## src/rtl/zx8x_tape_player.sv

```systemverilog
// Sinclair ZX80/ZX81 cassette signal generator: streams a buffered .o/.p image onto
// the EAR line as 150 us pulse trains (4 pulses = 0, 9 pulses = 1) separated by silent gaps.
module zx8x_tape_player #(
    parameter int          PULSE_TICKS  = 975,
    parameter int          GAP_TICKS    = 8450,
    parameter int          LEADER_TICKS = 3250000,
    parameter logic [7:0]  NAME_BYTE    = 8'hA6
) (
    input  logic        clk_sys,
    input  logic        reset,
    input  logic        ce,
    input  logic        start,
    input  logic        stop,
    input  logic        zx81,
    input  logic [13:0] length,
    output logic [13:0] mem_addr,
    input  logic [7:0]  mem_data,
    output logic        tape_out,
    output logic        busy,
    output logic        done
);

    // Counters are loaded with N-1 so each phase spans exactly N ce ticks,
    // the terminal tick included.
    localparam logic [21:0] PULSE_LOAD  = 22'(PULSE_TICKS - 1);
    localparam logic [21:0] GAP_LOAD    = 22'(GAP_TICKS - 1);
    localparam logic [21:0] LEADER_LOAD = 22'(LEADER_TICKS - 1);

    typedef enum logic [2:0] {
        S_IDLE, S_LEADER, S_FETCH, S_LOAD, S_BIT, S_PHI, S_PLO, S_GAP
    } state_t;

    state_t      r_state,      w_state_next;
    logic [21:0] r_ticks,      w_ticks_next;
    logic [3:0]  r_pulses,     w_pulses_next;
    logic [2:0]  r_bits,       w_bits_next;
    logic [13:0] r_index,      w_index_next;
    logic [13:0] r_length,     w_length_next;
    logic [7:0]  r_shift,      w_shift_next;
    logic        r_zx81,       w_zx81_next;
    logic        r_name,       w_name_next;
    logic        r_fetch_wait, w_fetch_wait_next;
    logic        r_done,       w_done_next;

    logic w_tick_end;
    logic w_more_bytes;

    assign w_tick_end   = ce && (r_ticks == 22'd0);
    assign w_more_bytes = ({1'b0, r_index} + 15'd1) < {1'b0, r_length};

    always_ff @(posedge clk_sys) begin
        // NOTE: state registers use non-blocking assignments so every register
        // samples the pre-edge values, independent of statement order.
        if (reset) begin
            r_state      <= S_IDLE;
            r_ticks      <= '0;
            r_pulses     <= '0;
            r_bits       <= '0;
            r_index      <= '0;
            r_length     <= '0;
            r_shift      <= '0;
            r_zx81       <= 1'b0;
            r_name       <= 1'b0;
            r_fetch_wait <= 1'b0;
            r_done       <= 1'b0;
        end else begin
            r_state      <= w_state_next;
            r_ticks      <= w_ticks_next;
            r_pulses     <= w_pulses_next;
            r_bits       <= w_bits_next;
            r_index      <= w_index_next;
            r_length     <= w_length_next;
            r_shift      <= w_shift_next;
            r_zx81       <= w_zx81_next;
            r_name       <= w_name_next;
            r_fetch_wait <= w_fetch_wait_next;
            r_done       <= w_done_next;
        end
    end

    always_comb begin
        // NOTE: every output of this block gets a default first; a path that
        // leaves one unassigned would infer a latch.
        w_state_next      = r_state;
        w_ticks_next      = r_ticks;
        w_pulses_next     = r_pulses;
        w_bits_next       = r_bits;
        w_index_next      = r_index;
        w_length_next     = r_length;
        w_shift_next      = r_shift;
        w_zx81_next       = r_zx81;
        w_name_next       = r_name;
        w_fetch_wait_next = r_fetch_wait;
        w_done_next       = 1'b0;

        if (ce && (r_ticks != 22'd0))
            w_ticks_next = r_ticks - 22'd1;

        if (stop) begin
            w_state_next = S_IDLE;
        end else begin
            unique case (r_state)
                S_IDLE: begin
                    if (start) begin
                        if (length != 14'd0) begin
                            w_state_next  = S_LEADER;
                            w_ticks_next  = LEADER_LOAD;
                            w_index_next  = '0;
                            w_length_next = length;
                            w_zx81_next   = zx81;
                            w_name_next   = 1'b0;
                        end else begin
                            w_done_next = 1'b1;
                        end
                    end
                end
                S_LEADER: begin
                    if (w_tick_end) begin
                        if (r_zx81) begin
                            w_name_next  = 1'b1;
                            w_state_next = S_LOAD;
                        end else begin
                            w_fetch_wait_next = 1'b0;
                            w_state_next      = S_FETCH;
                        end
                    end
                end
                S_FETCH: begin
                    // Address is held two cycles so the RAM's registered read settles.
                    w_fetch_wait_next = 1'b1;
                    if (r_fetch_wait)
                        w_state_next = S_LOAD;
                end
                S_LOAD: begin
                    w_shift_next = r_name ? NAME_BYTE : mem_data;
                    w_bits_next  = '0;
                    w_state_next = S_BIT;
                end
                S_BIT: begin
                    w_pulses_next = r_shift[7] ? 4'd9 : 4'd4;
                    w_ticks_next  = PULSE_LOAD;
                    w_state_next  = S_PHI;
                end
                S_PHI: begin
                    if (w_tick_end) begin
                        w_ticks_next = PULSE_LOAD;
                        w_state_next = S_PLO;
                    end
                end
                S_PLO: begin
                    if (w_tick_end) begin
                        w_pulses_next = r_pulses - 4'd1;
                        if (r_pulses == 4'd1) begin
                            w_ticks_next = GAP_LOAD;
                            w_state_next = S_GAP;
                        end else begin
                            w_ticks_next = PULSE_LOAD;
                            w_state_next = S_PHI;
                        end
                    end
                end
                S_GAP: begin
                    if (w_tick_end) begin
                        w_shift_next = {r_shift[6:0], 1'b0};
                        w_bits_next  = r_bits + 3'd1;
                        if (r_bits != 3'd7) begin
                            w_state_next = S_BIT;
                        end else if (r_name) begin
                            w_name_next       = 1'b0;
                            w_index_next      = '0;
                            w_fetch_wait_next = 1'b0;
                            w_state_next      = S_FETCH;
                        end else if (w_more_bytes) begin
                            w_index_next      = r_index + 14'd1;
                            w_fetch_wait_next = 1'b0;
                            w_state_next      = S_FETCH;
                        end else begin
                            w_done_next  = 1'b1;
                            w_state_next = S_IDLE;
                        end
                    end
                end
                default: w_state_next = S_IDLE;
            endcase
        end
    end

    assign mem_addr = r_index;
    assign tape_out = (r_state == S_PHI);
    assign busy     = (r_state != S_IDLE);
    assign done     = r_done;

endmodule
```

## config.mk

```make
export PLATFORM = sky130hd
export DESIGN_NAME = zx8x_tape_player
export DESIGN_NICKNAME = d
export VERILOG_FILES = /design/src/rtl/zx8x_tape_player.sv
export SDC_FILE = /design/constraint.sdc
export NUM_CORES = 1
export LEC_CHECK = 0
export BUFFER_PORTS_ARGS = -buffer_cell sky130_fd_sc_hd__buf_4
export CORE_MARGIN = 3
export CORE_UTILIZATION = 39
export CTS_BUF_LIST = sky130_fd_sc_hd__clkbuf_16
export DETAILED_ROUTE_END_ITERATION = 8
export SYNTH_ARGS = -nofsm -noshare
export SYNTH_HDL_FRONTEND = slang
export SYNTH_SLANG_ARGS = --single-unit
```

## constraint.sdc

```tcl
create_clock -name clk_sys -period 3.3 [get_ports clk_sys]
set_input_delay 0.165 -clock clk_sys [delete_from_list [all_inputs] [get_ports clk_sys]]
set_output_delay 0.165 -clock clk_sys [all_outputs]
set_load 0.1 [all_outputs]
```

## Word-level counts from Yosys, hierarchy flattened

Cells that the tools add are included.
W data, S select, Z words.

| storage, ports and cells | value |
|---|---|
| register bits | 72 |
| output and inout bits | 17 |
| logic and storage cells | 115 |
| input port bits | 28 |

| cells by class | value |
|---|---|
| reduce and logical (&&, ||, !) cells | 20 |
| multiplexer cells | 57 |
| bitwise operators | 1 |
| order comparisons | 1 |
| equal/unequal tests | 20 |
| add/sub/neg operators | 5 |

Operators with widths:

| cell | number |
|---|---|
| $mux W22 | 6 |
| $mux W14 | 7 |
| $pmux W22 S4 | 1 |
| $pmux W14 S2 | 1 |
| $mux W3 | 9 |
| $pmux W3 S8 | 1 |
| $logic_not A22 Y1 | 1 |
| $reduce_bool A22 Y1 | 1 |
| $sub A22 B1 Y22 const B | 1 |
| $reduce_and A7 Y1 | 3 |
| $mux W1 | 19 |
| $ne A2 B2 Y1 const B | 9 |
| $mux W8 | 2 |
| $pmux W8 S2 | 1 |
| $add A14 B1 Y15 const B | 1 |
| $lt A15 B14 Y1 | 1 |
| $add A14 B1 Y14 const B | 1 |
| $reduce_bool A14 Y1 | 1 |
| $eq A3 B3 Y1 const B | 4 |
| $reduce_bool A3 Y1 | 3 |
| $mux W4 | 2 |
| $pmux W4 S2 | 1 |
| $reduce_and A8 Y1 | 1 |
| $eq A3 B2 Y1 const B | 2 |
| 17 further kinds | 25 |

## Depth between registers and ports, before layout

Gate-level depths: netlist of the first run.

| depth | value |
|---|---|
| word-level depth | 7 |
| depth in mapped cells | 14 |
| gate-level depth less buffers | 13 |

## Worst setup path before layout of the first run

No wires, ideal clock.

| path | value |
|---|---|
| kind | register to register |
| start point | register r_index[0] (netlist: mem_addr[0]) |
| end point | register r_index[9] (netlist: mem_addr[9]) |
| arrival | 3.613 ns |
| data required time | 3.178 ns |
| setup time | 0.122 ns |
| path buffers | 1 |
| path slack | -0.435 ns |
| cell stages (with the launch flop) | 15 |
| period minus slack after synthesis | 3.735 ns |
| cell sequence | dfxtp_1 > ha_1 > nand3_1 > nor2_1 > nand3_1 > xnor2_1 > ha_1 > a21oi_1 > o21ai_0 > a2111oi_0 > nand2b_1 > nand3_2 > buf_2 > nand3b_1 > o21ai_1 |

| on the way | value |
|---|---|
| longest elaborated chain between the ends | 6 |
| elaborated cells between the ends (all ways) | 10 |
| classes of those cells | 2 x add/sub; 1 x order compare; 1 x eq/ne; 5 x mux; 1 x reduce/logical |

RTL lines:

| item | line | text |
|---|---|---|
| start: declaration | 37 | `logic [13:0] r_index, w_index_next;` |
| start signal: assignment | 71 | `r_index <= w_index_next;` |
| branches (longest 6 deep; another with $add A14 B1 Y15) | - |  |

Several ways; the timed one is not identified. The select of a mux whose other input is x is not followed.
A chain may end at the register's enable or synchronous reset.

## Final worst setup path of the first run

| path | value |
|---|---|
| start point | register r_index[0] (netlist: mem_addr[0]) |
| end point | register r_index[11] (netlist: mem_addr[11]) |

Same word-level chain as after synthesis.

==> flow_results.xml, run 1 <==
<?xml version="1.0" encoding="UTF-8"?>
<metrics>
  <group name="synth">
    <metric name="synthesis.nets" unit="">581</metric>
    <metric name="synthesis.yosys.warnings" unit="">0</metric>
    <metric name="synthMostInstantiatedCell" unit="">sky130_fd_sc_hd__nand2_1</metric>
    <metric name="netlist.top_cell.by_area" unit="">sky130_fd_sc_hd__dfxtp_1</metric>
    <metric name="muxShareOfSynthArea" unit="">0</metric>
    <metric name="synth_top_area_share" unit="">0.347</metric>
    <metric name="synth_fa_ha_area_frac" unit="">0.0597</metric>
    <metric name="combinational_family_with_the_most_area_after_synthesis" unit="">simple AND/OR/NAND/NOR gates</metric>
    <metric name="synth-async-reset-ratio" unit="">0</metric>
    <metric name="synth.top_cells.by_area" unit="">sky130_fd_sc_hd__dfxtp_1 (35%), sky130_fd_sc_hd__nand2_1 (7.1%), sky130_fd_sc_hd__ha_1 (5.7%)</metric>
    <metric name="synth-seq-cells" unit="">72</metric>
    <metric name="synth_sequential_area_ratio" unit="">0.347</metric>
    <metric name="simple_gate_area_share_of_the_yosys_netlist" unit="">0.311</metric>
    <metric name="instance_count_of_the_mapped_netlist" unit="">534</metric>
    <metric name="netlist-cell-type-count" unit="">58</metric>
    <metric name="synth_compound_area_frac" unit="">0.172</metric>
    <metric name="synth_enable_flop_cells" unit="">0</metric>
    <metric name="mappedNetlistArea" unit="sq um">4150</metric>
    <metric name="post_synth_most_frequent_cells" unit="">sky130_fd_sc_hd__nand2_1 (78), sky130_fd_sc_hd__dfxtp_1 (72), sky130_fd_sc_hd__nor2_1 (51)</metric>
    <metric name="yosys.area_share.xor_xnor" unit="">0.0633</metric>
    <metric name="dominantRegCellSynth" unit="">sky130_fd_sc_hd__dfxtp_1</metric>
    <metric name="synthesis.area_per_instance" unit="sq um">7.78</metric>
  </group>
  <group name="placed_design">
    <metric name="place.port_buffers" unit="">44</metric>
    <metric name="place.detailed.hpwl" unit="um">7280</metric>
    <metric name="place_congestion" unit="">0.817</metric>
    <metric name="dpl-instance-area" unit="sq um">4600</metric>
  </group>
  <group name="critical_path">
    <metric name="cp.required" unit="ps">3520</metric>
    <metric name="arrival" unit="ps">3180</metric>
    <metric name="setup.worst_path.start_class" unit="">register</metric>
    <metric name="critPathKind" unit="">reg -&gt; reg</metric>
    <metric name="path_max_fanout" unit="">12</metric>
    <metric name="timing.critical_path.to_type" unit="">register</metric>
    <metric name="worst_r2r_startpoint" unit="">mem_addr[0]</metric>
    <metric name="worst-r2r-cell-count" unit="">14</metric>
    <metric name="r2r-end" unit="">mem_addr[11]</metric>
    <metric name="timing.reg2reg.setup_slack" unit="ps">350</metric>
  </group>
  <group name="die">
    <metric name="design.portCount" unit="">45</metric>
    <metric name="die_x" unit="um">109</metric>
    <metric name="die_h" unit="um">109</metric>
    <metric name="fp.dieArea" unit="sq um">11900</metric>
    <metric name="initial_utilization" unit="">0.402</metric>
    <metric name="rows" unit="">37</metric>
    <metric name="core_area" unit="sq um">10300</metric>
  </group>
  <group name="final_layout">
    <metric name="post-route-cell-area" unit="sq um">4870</metric>
    <metric name="postLayoutCoreUtil" unit="">0.472</metric>
    <metric name="fillCellCount" unit="">1016</metric>
    <metric name="drive_above_1_share" unit="">0.168</metric>
    <metric name="design.final.nets" unit="">615</metric>
    <metric name="diodes" unit="">0</metric>
    <metric name="area.growth.synth_to_final" unit="%">17.2</metric>
  </group>
  <group name="min_path">
    <metric name="timing.hold.worst.start" unit="">length[1]</metric>
    <metric name="worst_hold_path_type" unit="">in -&gt; reg</metric>
    <metric name="min_delay_path_depth" unit="">3</metric>
    <metric name="holdPathEnd" unit="">r_length[1]</metric>
  </group>
  <group name="timing">
    <metric name="grt_setup_unrepaired" unit="">false</metric>
    <metric name="highest_clock_rate" unit="MHz">338</metric>
    <metric name="final_worst_path_period_need" unit="ps">2950</metric>
    <metric name="finClkSkew" unit="ps">7.80</metric>
    <metric name="slew_viol_final" unit="">0</metric>
    <metric name="worst-slew-pin-transition" unit="ps">1130</metric>
    <metric name="layout_worst_path_cycle_share" unit="">0.895</metric>
    <metric name="final-hold-violation-count" unit="">0</metric>
    <metric name="totalNegativeSetupSlack" unit="ps">0</metric>
    <metric name="relSlewSlack" unit="">0.242</metric>
    <metric name="setup_viol" unit="">0</metric>
  </group>
  <group name="global_route">
    <metric name="global_route.overflow_total" unit="">0</metric>
    <metric name="grt_max_degree" unit="">68</metric>
    <metric name="grt_antenna_before_repair" unit="">0</metric>
    <metric name="grt_pass1_wl" unit="um">17300</metric>
    <metric name="groute.usage.overall" unit="">0.181</metric>
    <metric name="grt_pass1_vias" unit="">3651</metric>
  </group>
  <group name="job">
    <metric name="drv.max_cap_violation_count" unit="">0</metric>
  </group>
  <group name="clocking">
    <metric name="worst_setup_hold_path_clk_slew" unit="ps">60</metric>
    <metric name="cts-root-buf" unit="">sky130_fd_sc_hd__clkbuf_16</metric>
    <metric name="clock-sinks" unit="">72</metric>
    <metric name="cts.htree.levels" unit="">3</metric>
    <metric name="cts-buffers-inserted" unit="">9</metric>
    <metric name="clock_tree_from_tritoncts" unit="">done</metric>
    <metric name="clk_path_buf_depth" unit="">2</metric>
    <metric name="source_to_sink_clock_delay_at_the_later_pin_of_the_worst_skew_pair" unit="ps">340</metric>
  </group>
  <group name="route">
    <metric name="routed_via_density" unit="">5.39</metric>
    <metric name="postRouteWirelength" unit="um">10200</metric>
    <metric name="route.vias.total" unit="">3823</metric>
    <metric name="detail_route.wl_per_cell" unit="um">14.4</metric>
    <metric name="drtPass1Iterations" unit="">4</metric>
    <metric name="drtAntennaViolNets" unit="">0</metric>
    <metric name="drc" unit="">0</metric>
    <metric name="first_iter_violations" unit="">223</metric>
  </group>
  <group name="run_status">
    <metric name="status" unit="">completed</metric>
  </group>
  <group name="power_and_ir_drop">
    <metric name="pleak" unit="nW">1.85</metric>
    <metric name="power_density" unit="nW/um^2">460</metric>
    <metric name="ir_drop" unit="uV">209</metric>
  </group>
</metrics>
[cell families after synthesis]
kind of cell | after synthesis
AOI/OAI and AO/OA | 114
xor gates and xnor gates | 30
adders and majority gates | 20
buffers and inverters | 48
DFF | 72
and+or+nand+nor | 250
[state kept, by name, indices dropped and copies added (netlist names)]
| register | flops |
|---|---|
| done | 1 |
| mem_addr | 14 |
| r_bits | 3 |
| r_fetch_wait | 1 |
| r_length | 14 |
| r_name | 1 |
| r_pulses | 4 |
| r_shift | 8 |
| r_state | 3 |
| r_ticks | 22 |
| r_zx81 | 1 |
[routing by layer]
metal  track usage  up-vias  wire, um
met1         0.241     1770      4810
met5             0        -         0
met2         0.299       99      4720
li1              -     1944         -
met4        0.0463        0        97
met3        0.0385       10       551
[cell usage in the layout (no fill, tap or decap), types with 8 or more instances in the layout]
cell and count:
sky130_fd_sc_hd__nand2_1 78, sky130_fd_sc_hd__dfxtp_1 63, sky130_fd_sc_hd__nor2_1 51, sky130_fd_sc_hd__buf_4 49
sky130_fd_sc_hd__a21oi_1 44, sky130_fd_sc_hd__nor3_1 30, sky130_fd_sc_hd__inv_1 23, sky130_fd_sc_hd__nand3_1 21
sky130_fd_sc_hd__o21ai_1 21, sky130_fd_sc_hd__ha_1 19, sky130_fd_sc_hd__xnor2_1 18, sky130_fd_sc_hd__nand3b_1 13
sky130_fd_sc_hd__xor2_1 12, sky130_fd_sc_hd__clkbuf_16 9, sky130_fd_sc_hd__nand4_1 8, sky130_fd_sc_hd__o21ai_0 8
[worst max path at each step]
stage / startpoint / to / slack (ps) / cells past startpoint
after floorplan: mem_addr[9] / mem_addr[9] / 50 / 12
after global placement: mem_addr[2] / done / 330 / 12
after detailed placement: mem_addr[2] / mem_addr[1] / 210 / 13
after CTS: mem_addr[2] / mem_addr[8] / 200 / 12
after global routing: mem_addr[0] / mem_addr[7] / 5 / 14
final: mem_addr[0] / mem_addr[11] / 350 / 14
[cell type report]
type,count,area (sq um),share of cell area
clock buffer,9,225,0.0463
inverter,22,82.6,0.0170
multi-input combinational,414,2520,0.519
clock inverter,7,40.0,0.00822
timing repair buffer,49,368,0.0756
tap,136,170,0.0350
sequential,72,1460,0.299
[worst max-delay path: stages (launching register included)]
cell and delay [ps]:
sky130_fd_sc_hd__dfxtp_4 390, sky130_fd_sc_hd__ha_1 170, sky130_fd_sc_hd__nand3_1 110, sky130_fd_sc_hd__nor2_1 200, sky130_fd_sc_hd__nand3_1 120, sky130_fd_sc_hd__xnor2_1 220
sky130_fd_sc_hd__ha_1 300, sky130_fd_sc_hd__a21oi_1 130, sky130_fd_sc_hd__o21ai_0 110, sky130_fd_sc_hd__a2111oi_2 400, sky130_fd_sc_hd__nand2b_1 180, sky130_fd_sc_hd__nand3_2 130
sky130_fd_sc_hd__buf_4 210, sky130_fd_sc_hd__nand3b_1 80, sky130_fd_sc_hd__o21ai_1 70
[report_power, final]
part / switching, mW / leakage (nW) / internal (mW)
combinational: 0.221 / 1.13 / 0.165
clock: 0.380 / 0.126 / 0.500
sequential: 0.0579 / 0.591 / 0.915
[stage by stage]
stage / power [mW] / setup slack [ps] / cells / hold slack (ps)
after floorplan: 1.28 / 46.8 / 534 / 301
after global placement: 1.37 / 332 / 693 / 428
after detailed placement: 1.37 / 214 / 693 / 435
after CTS: 2.26 / 198 / 709 / 77.0
after global routing: 2.36 / 5.07 / 709 / 81.4
final: 2.24 / 345 / 709 / 78.7
[what timing repair did]
| action | CTS | global route |
|---|---|---|
| setup endpoints to repair | 0 | 17 |
| hold buffers | 0 | 0 |
| buffers inserted | 0 | 0 |
| resized for setup | 0 | 2 |
| endpoints found under the hold margin | 0 | 0 |
(Power assumes the default switching activity.)
==> run 2: changes to the inputs <==
==> constraint.sdc (replaced) <==
create_clock -name clk_sys -period 3.1 [get_ports clk_sys]
set_input_delay 0.155 -clock clk_sys [delete_from_list [all_inputs] [get_ports clk_sys]]
set_output_delay 0.155 -clock clk_sys [all_outputs]
set_load 0.1 [all_outputs]
==> flow_results.xml, run 2 (synthesized netlist as in run 1, its figures left out) <==
<?xml version="1.0" encoding="UTF-8"?>
<metrics>
  <group name="clocking">
    <metric name="cts.htree.levels" unit="">3</metric>
    <metric name="clock_tree_from_tritoncts" unit="">done</metric>
    <metric name="cts-buffers-inserted" unit="">9</metric>
    <metric name="postCtsHoldBufs" unit="">0</metric>
    <metric name="worst_setup_hold_path_clk_slew" unit="ps">60</metric>
    <metric name="source_to_sink_clock_delay_at_the_later_pin_of_the_worst_skew_pair" unit="ps">330</metric>
    <metric name="clk_path_buf_depth" unit="">2</metric>
    <metric name="cts-root-buf" unit="">sky130_fd_sc_hd__clkbuf_16</metric>
    <metric name="clock-sinks" unit="">72</metric>
  </group>
  <group name="min_path">
    <metric name="worst_hold_path_type" unit="">in -&gt; reg</metric>
  </group>
  <group name="final_layout">
    <metric name="layout.cells.most_common_list" unit="">sky130_fd_sc_hd__nand2_1 (78), sky130_fd_sc_hd__dfxtp_1 (60), sky130_fd_sc_hd__buf_4 (55)</metric>
    <metric name="design.final.nets" unit="">621</metric>
    <metric name="number_of_flip_flops_under_the_largest_register_name" unit="">22</metric>
    <metric name="layout_commonest_cell" unit="">sky130_fd_sc_hd__nand2_1</metric>
    <metric name="diodes" unit="">0</metric>
    <metric name="registers.top_by_ff_count" unit="">r_ticks</metric>
    <metric name="drive_above_1_share" unit="">0.190</metric>
    <metric name="area.growth.synth_to_final" unit="%">19.9</metric>
  </group>
  <group name="route">
    <metric name="routed_via_density" unit="">5.33</metric>
    <metric name="detail_route.wl_per_cell" unit="um">14.3</metric>
    <metric name="drtPass1Iterations" unit="">4</metric>
    <metric name="first_iter_violations" unit="">152</metric>
    <metric name="postRouteWirelength" unit="um">10200</metric>
    <metric name="drc" unit="">0</metric>
    <metric name="drtAntennaViolNets" unit="">0</metric>
    <metric name="route.vias.total" unit="">3812</metric>
  </group>
  <group name="timing">
    <metric name="worst-slew-pin-transition" unit="ps">941</metric>
    <metric name="layout_setup_ws" unit="ps">161</metric>
    <metric name="setup_viol" unit="">0</metric>
    <metric name="totalNegativeSetupSlack" unit="ps">0</metric>
    <metric name="final-hold-violation-count" unit="">0</metric>
    <metric name="slew_viol_final" unit="">0</metric>
    <metric name="finClkSkew" unit="ps">7.16</metric>
    <metric name="relSlewSlack" unit="">0.369</metric>
    <metric name="final_worst_path_period_need" unit="ps">2940</metric>
    <metric name="highest_clock_rate" unit="MHz">340</metric>
    <metric name="layout_worst_path_cycle_share" unit="">0.948</metric>
  </group>
  <group name="placed_design">
    <metric name="place.detailed.hpwl" unit="um">7190</metric>
    <metric name="place.port_buffers" unit="">44</metric>
    <metric name="dp_worst_setup_slack" unit="ps">6.67</metric>
    <metric name="place_congestion" unit="">0.836</metric>
  </group>
  <group name="critical_path">
    <metric name="path_max_fanout" unit="">12</metric>
    <metric name="setup.worst_path.start_class" unit="">register</metric>
    <metric name="arrival" unit="ps">3160</metric>
    <metric name="cp.required" unit="ps">3320</metric>
    <metric name="timing.critical_path.to_type" unit="">register</metric>
    <metric name="critPathKind" unit="">reg -&gt; reg</metric>
  </group>
  <group name="power_and_ir_drop">
    <metric name="power_density" unit="nW/um^2">476</metric>
    <metric name="pleak" unit="nW">1.93</metric>
    <metric name="ir_drop" unit="uV">260</metric>
  </group>
  <group name="global_route">
    <metric name="groute.usage.overall" unit="">0.184</metric>
    <metric name="global_route.overflow_total" unit="">0</metric>
    <metric name="grt_max_degree" unit="">68</metric>
    <metric name="grt_pass1_vias" unit="">3713</metric>
    <metric name="grt_antenna_before_repair" unit="">0</metric>
    <metric name="grt_pass1_wl" unit="um">17400</metric>
  </group>
  <group name="die">
    <metric name="design.portCount" unit="">45</metric>
    <metric name="rows" unit="">37</metric>
    <metric name="initial_utilization" unit="">0.402</metric>
    <metric name="die_x" unit="um">109</metric>
    <metric name="die_h" unit="um">109</metric>
    <metric name="fp.dieArea" unit="sq um">11900</metric>
    <metric name="core_area" unit="sq um">10300</metric>
  </group>
  <group name="run_status">
    <metric name="status" unit="">completed</metric>
  </group>
  <group name="job">
    <metric name="drv.max_cap_violation_count" unit="">0</metric>
  </group>
</metrics>
==> run 2: cell types whose count changed in the layout (fill, tap and decap cells not counted), sizes merged <==
cell | previous run | this run
buf | 49 | 55
inv | 23 | 24
clkinv | 3 | 4
clkinvlp | 3 | 1
==> run 2: metrics by stage <==
stage	util	std cells	cell area, sq um	hold WS, ps	total power [mW]
6_report	0.482	715	4980	70.3	2.37
4_1_cts	0.474	713	4900	66.4	2.38
5_1_grt	0.482	715	4980	76.6	2.49
2_1_floorplan	-	534	4180	291	1.35
3_5_place_dp	0.450	697	4640	423	1.46
3_3_place_gp	0.450	697	4640	413	1.46
==> run 2: path summary, 6_finish.rpt <==
check | cells after the start | slack (ps) | start | to
setup / recovery | 13 | 160 | mem_addr[3] | mem_addr[10]
hold / removal | 3 | 70 | zx81 | r_zx81
setup reg to reg | 13 | 160 | mem_addr[3] | mem_addr[10]
hold reg to reg | 2 | 460 | r_length[4] | r_length[4]
==> run 2: routing by layer <==
metal | vias to the layer above | GRT usage | wire length (um)
met3 | 9 | 0.0432 | 392
met4 | 0 | 0.0597 | 113
li1 | 1958 | - | -
met5 | - | 0 | 0
met1 | 1789 | 0.240 | 5020
met2 | 56 | 0.300 | 4730
==> run 2: area by class of cell <==
type / count / area, sq um
fillers: 1042 / 5350
clock buffers: 9 / 225
multi-input cells: 414 / 2580
clock inverters: 7 / 31.3
flip-flops and latches: 72 / 1470
repair buffers: 55 / 413
inverters: 22 / 82.6
well taps: 136 / 170
==> run 2: critical path, stage by stage, from the launching register on <==
cell,delay (ps)
sky130_fd_sc_hd__dfxtp_4,370
sky130_fd_sc_hd__nand4_1,210
sky130_fd_sc_hd__nor2_2,160
sky130_fd_sc_hd__and2_1,180
sky130_fd_sc_hd__nand4_1,170
sky130_fd_sc_hd__xnor2_2,230
sky130_fd_sc_hd__ha_1,280
sky130_fd_sc_hd__and3_1,180
sky130_fd_sc_hd__a2111oi_4,370
sky130_fd_sc_hd__nand2b_4,190
sky130_fd_sc_hd__nand3_2,120
sky130_fd_sc_hd__buf_4,210
sky130_fd_sc_hd__nand3b_1,90
sky130_fd_sc_hd__o21ai_1,60
==> run 2: repair_timing <==
item | 4_1_cts | 5_1_grt
resized for setup | 1 | 11
setup buffers | 0 | 2
endpoints found under the setup margin | 2 | 17
pin swaps | 0 | 3
==> run 2: power breakdown <==
part	total, mW	switching [mW]	internal (mW)
Clock	0.916	0.390	0.526
Sequential	1.03	0.0622	0.971
Combinational	0.418	0.237	0.181
Total	2.37	0.690	1.68
==> run 3: changes to the inputs <==
==> constraint.sdc (replaced) <==
create_clock -name clk_sys -period 3.1 [get_ports clk_sys]
set_input_delay 0.155 -clock clk_sys [delete_from_list [all_inputs] [get_ports clk_sys]]
set_output_delay 0.155 -clock clk_sys [all_outputs]
set_load 0.02 [all_outputs]
==> flow_results.xml, run 3 (synthesized netlist as in run 1, its figures left out) <==
<?xml version="1.0" encoding="UTF-8"?>
<metrics>
  <group name="critical_path">
    <metric name="setup.worst_path.start_class" unit="">register</metric>
    <metric name="worst-r2r-cell-count" unit="">13</metric>
    <metric name="cp.required" unit="ps">3320</metric>
    <metric name="arrival" unit="ps">3130</metric>
    <metric name="critPathKind" unit="">reg -&gt; reg</metric>
    <metric name="path_max_fanout" unit="">12</metric>
    <metric name="worst_r2r_startpoint" unit="">mem_addr[5]</metric>
    <metric name="r2r-end" unit="">mem_addr[9]</metric>
    <metric name="timing.critical_path.to_type" unit="">register</metric>
    <metric name="timing.reg2reg.setup_slack" unit="ps">190</metric>
  </group>
  <group name="route">
    <metric name="first_iter_violations" unit="">199</metric>
    <metric name="route.vias.total" unit="">3887</metric>
    <metric name="postRouteWirelength" unit="um">10200</metric>
    <metric name="drtPass1Iterations" unit="">4</metric>
    <metric name="drc" unit="">0</metric>
    <metric name="routed_via_density" unit="">5.43</metric>
    <metric name="detail_route.wl_per_cell" unit="um">14.2</metric>
    <metric name="drtAntennaViolNets" unit="">0</metric>
  </group>
  <group name="power_and_ir_drop">
    <metric name="ir_drop" unit="uV">205</metric>
    <metric name="clockPowerShare" unit="">0.408</metric>
    <metric name="pleak" unit="nW">1.94</metric>
    <metric name="power_density" unit="nW/um^2">488</metric>
    <metric name="p_comb_frac" unit="">0.165</metric>
    <metric name="switching_share" unit="">0.277</metric>
    <metric name="p_switching" unit="mW">0.672</metric>
    <metric name="power.share.sequential" unit="">0.427</metric>
    <metric name="power_report.internal_total" unit="mW">1.76</metric>
  </group>
  <group name="final_layout">
    <metric name="postLayoutCoreUtil" unit="">0.482</metric>
    <metric name="drive_above_1_share" unit="">0.171</metric>
    <metric name="number_of_flip_flops_under_the_largest_register_name" unit="">22</metric>
    <metric name="area.growth.synth_to_final" unit="%">19.9</metric>
    <metric name="design.final.nets" unit="">623</metric>
    <metric name="finish.cell_count_without_fillers" unit="">716</metric>
    <metric name="diodes" unit="">0</metric>
    <metric name="registers.top_by_ff_count" unit="">r_ticks</metric>
    <metric name="layout_commonest_cell" unit="">sky130_fd_sc_hd__nand2_1</metric>
    <metric name="layout.cells.most_common_list" unit="">sky130_fd_sc_hd__nand2_1 (78), sky130_fd_sc_hd__dfxtp_1 (72), sky130_fd_sc_hd__buf_4 (57)</metric>
  </group>
  <group name="min_path">
    <metric name="timing.hold.worst.start" unit="">length[2]</metric>
    <metric name="worst_hold_path_type" unit="">in -&gt; reg</metric>
    <metric name="min_delay_path_depth" unit="">3</metric>
    <metric name="holdPathEnd" unit="">r_length[2]</metric>
  </group>
  <group name="global_route">
    <metric name="global_route.overflow_total" unit="">0</metric>
    <metric name="groute.usage.overall" unit="">0.183</metric>
    <metric name="grt_max_degree" unit="">68</metric>
    <metric name="grt_pass1_vias" unit="">3656</metric>
    <metric name="grt_antenna_before_repair" unit="">0</metric>
    <metric name="grt_pass1_wl" unit="um">17400</metric>
  </group>
  <group name="clocking">
    <metric name="worst_setup_hold_path_clk_slew" unit="ps">60</metric>
    <metric name="clk_path_buf_depth" unit="">2</metric>
    <metric name="source_to_sink_clock_delay_at_the_later_pin_of_the_worst_skew_pair" unit="ps">330</metric>
    <metric name="cts-root-buf" unit="">sky130_fd_sc_hd__clkbuf_16</metric>
    <metric name="clock-sinks" unit="">72</metric>
    <metric name="cts.htree.levels" unit="">3</metric>
    <metric name="clock_tree_from_tritoncts" unit="">done</metric>
    <metric name="cts-buffers-inserted" unit="">9</metric>
  </group>
  <group name="job">
    <metric name="drv.max_cap_violation_count" unit="">0</metric>
  </group>
  <group name="timing">
    <metric name="final_worst_path_period_need" unit="ps">2910</metric>
    <metric name="setup_viol" unit="">0</metric>
    <metric name="totalNegativeSetupSlack" unit="ps">0</metric>
    <metric name="layout_setup_ws" unit="ps">194</metric>
    <metric name="layout_worst_path_cycle_share" unit="">0.938</metric>
    <metric name="highest_clock_rate" unit="MHz">344</metric>
    <metric name="relSlewSlack" unit="">0.206</metric>
    <metric name="slew_viol_final" unit="">0</metric>
    <metric name="min_hold_slack" unit="ps">78.6</metric>
    <metric name="finClkSkew" unit="ps">4.92</metric>
    <metric name="worst-slew-pin-transition" unit="ps">1190</metric>
    <metric name="final-hold-violation-count" unit="">0</metric>
  </group>
  <group name="die">
    <metric name="fp.dieArea" unit="sq um">11900</metric>
    <metric name="design.portCount" unit="">45</metric>
    <metric name="rows" unit="">37</metric>
    <metric name="die_x" unit="um">109</metric>
    <metric name="core_area" unit="sq um">10300</metric>
    <metric name="die_h" unit="um">109</metric>
    <metric name="initial_utilization" unit="">0.402</metric>
  </group>
  <group name="placed_design">
    <metric name="place.port_buffers" unit="">44</metric>
    <metric name="place.detailed.instances" unit="">701</metric>
    <metric name="place_congestion" unit="">0.799</metric>
    <metric name="place.detailed.hpwl" unit="um">7280</metric>
    <metric name="dp_worst_setup_slack" unit="ps">77.4</metric>
  </group>
  <group name="run_status">
    <metric name="status" unit="">completed</metric>
  </group>
</metrics>
-- run 3: cell count changes in the layout (fill, tap and decap cells not counted) --
| cell | change |
|---|---|
| sky130_fd_sc_hd__inv_1 | -1 |
| sky130_fd_sc_hd__dfxtp_4 | -6 |
| sky130_fd_sc_hd__dfxtp_1 | +12 |
| sky130_fd_sc_hd__clkinv_2 | -1 |
| sky130_fd_sc_hd__dfxtp_2 | -6 |
| sky130_fd_sc_hd__a21boi_2 | -1 |
| sky130_fd_sc_hd__buf_4 | +2 |
| sky130_fd_sc_hd__a21boi_1 | +1 |
| sky130_fd_sc_hd__bufinv_16 | +1 |
-- run 3: repair_timing --
item	4_1_cts	5_1_grt
gates resized for setup	0	11
setup endpoints to repair	0	17
hold buffers	0	0
setup buffers	0	0
-- run 3: cell type report --
cell class / count / area (sq um)
multi-input combinational: 414 / 2580
fill: 1017 / 5340
inverter: 22 / 82.6
tap: 136 / 170
timing repair buffer: 57 / 428
sequential: 72 / 1440
clock buffer: 9 / 225
clock inverter: 6 / 52.6
-- run 3: worst max-delay path by stage --
stage	cells after the start	endpoint	start	slack, ps
floorplan	13	mem_addr[9]	mem_addr[0]	90
global placement	13	mem_addr[12]	mem_addr[2]	170
detailed placement	12	r_fetch_wait	mem_addr[4]	80
CTS	13	mem_addr[10]	mem_addr[4]	70
global route	13	mem_addr[13]	mem_addr[2]	-30
finish	13	mem_addr[9]	mem_addr[5]	190
-- run 3: power by group through the flow --
stage          clock (mW)  combinational, mW  sequential, mW
2_1_floorplan           0              0.309            1.04
3_3_place_gp            0              0.390            1.05
3_5_place_dp            0              0.396            1.06
4_1_cts              1.01              0.399            1.04
5_1_grt              1.06              0.453            1.05
6_report            0.992              0.401            1.04
-- run 3: worst max-delay path: stages (launching register included) --
cell	delay, ps
sky130_fd_sc_hd__dfxtp_1	320
sky130_fd_sc_hd__nand4_1	230
sky130_fd_sc_hd__nor2_2	180
sky130_fd_sc_hd__and2_1	190
sky130_fd_sc_hd__nand3_1	150
sky130_fd_sc_hd__xnor2_2	240
sky130_fd_sc_hd__ha_1	280
sky130_fd_sc_hd__and3_1	220
sky130_fd_sc_hd__a2111oi_4	310
sky130_fd_sc_hd__nand2b_4	190
sky130_fd_sc_hd__nand3_2	120
sky130_fd_sc_hd__buf_4	210
sky130_fd_sc_hd__nand3b_1	80
sky130_fd_sc_hd__o21ai_1	60
-- run 3: per-layer routing --
layer,global-route usage,up-vias,share of wire
li1,-,1962,-
met3,0.0296,12,0.040
met2,0.284,74,0.46
met5,0,-,0
met4,0.0828,0,0.016
met1,0.249,1839,0.49
-- run 3: per-stage QoR --
step,power (mW),cell area [sq um]
global route,2.56,4980
global placement,1.44,4640
CTS,2.45,4920
detailed placement,1.45,4640
finish,2.43,4980
floorplan,1.35,4150
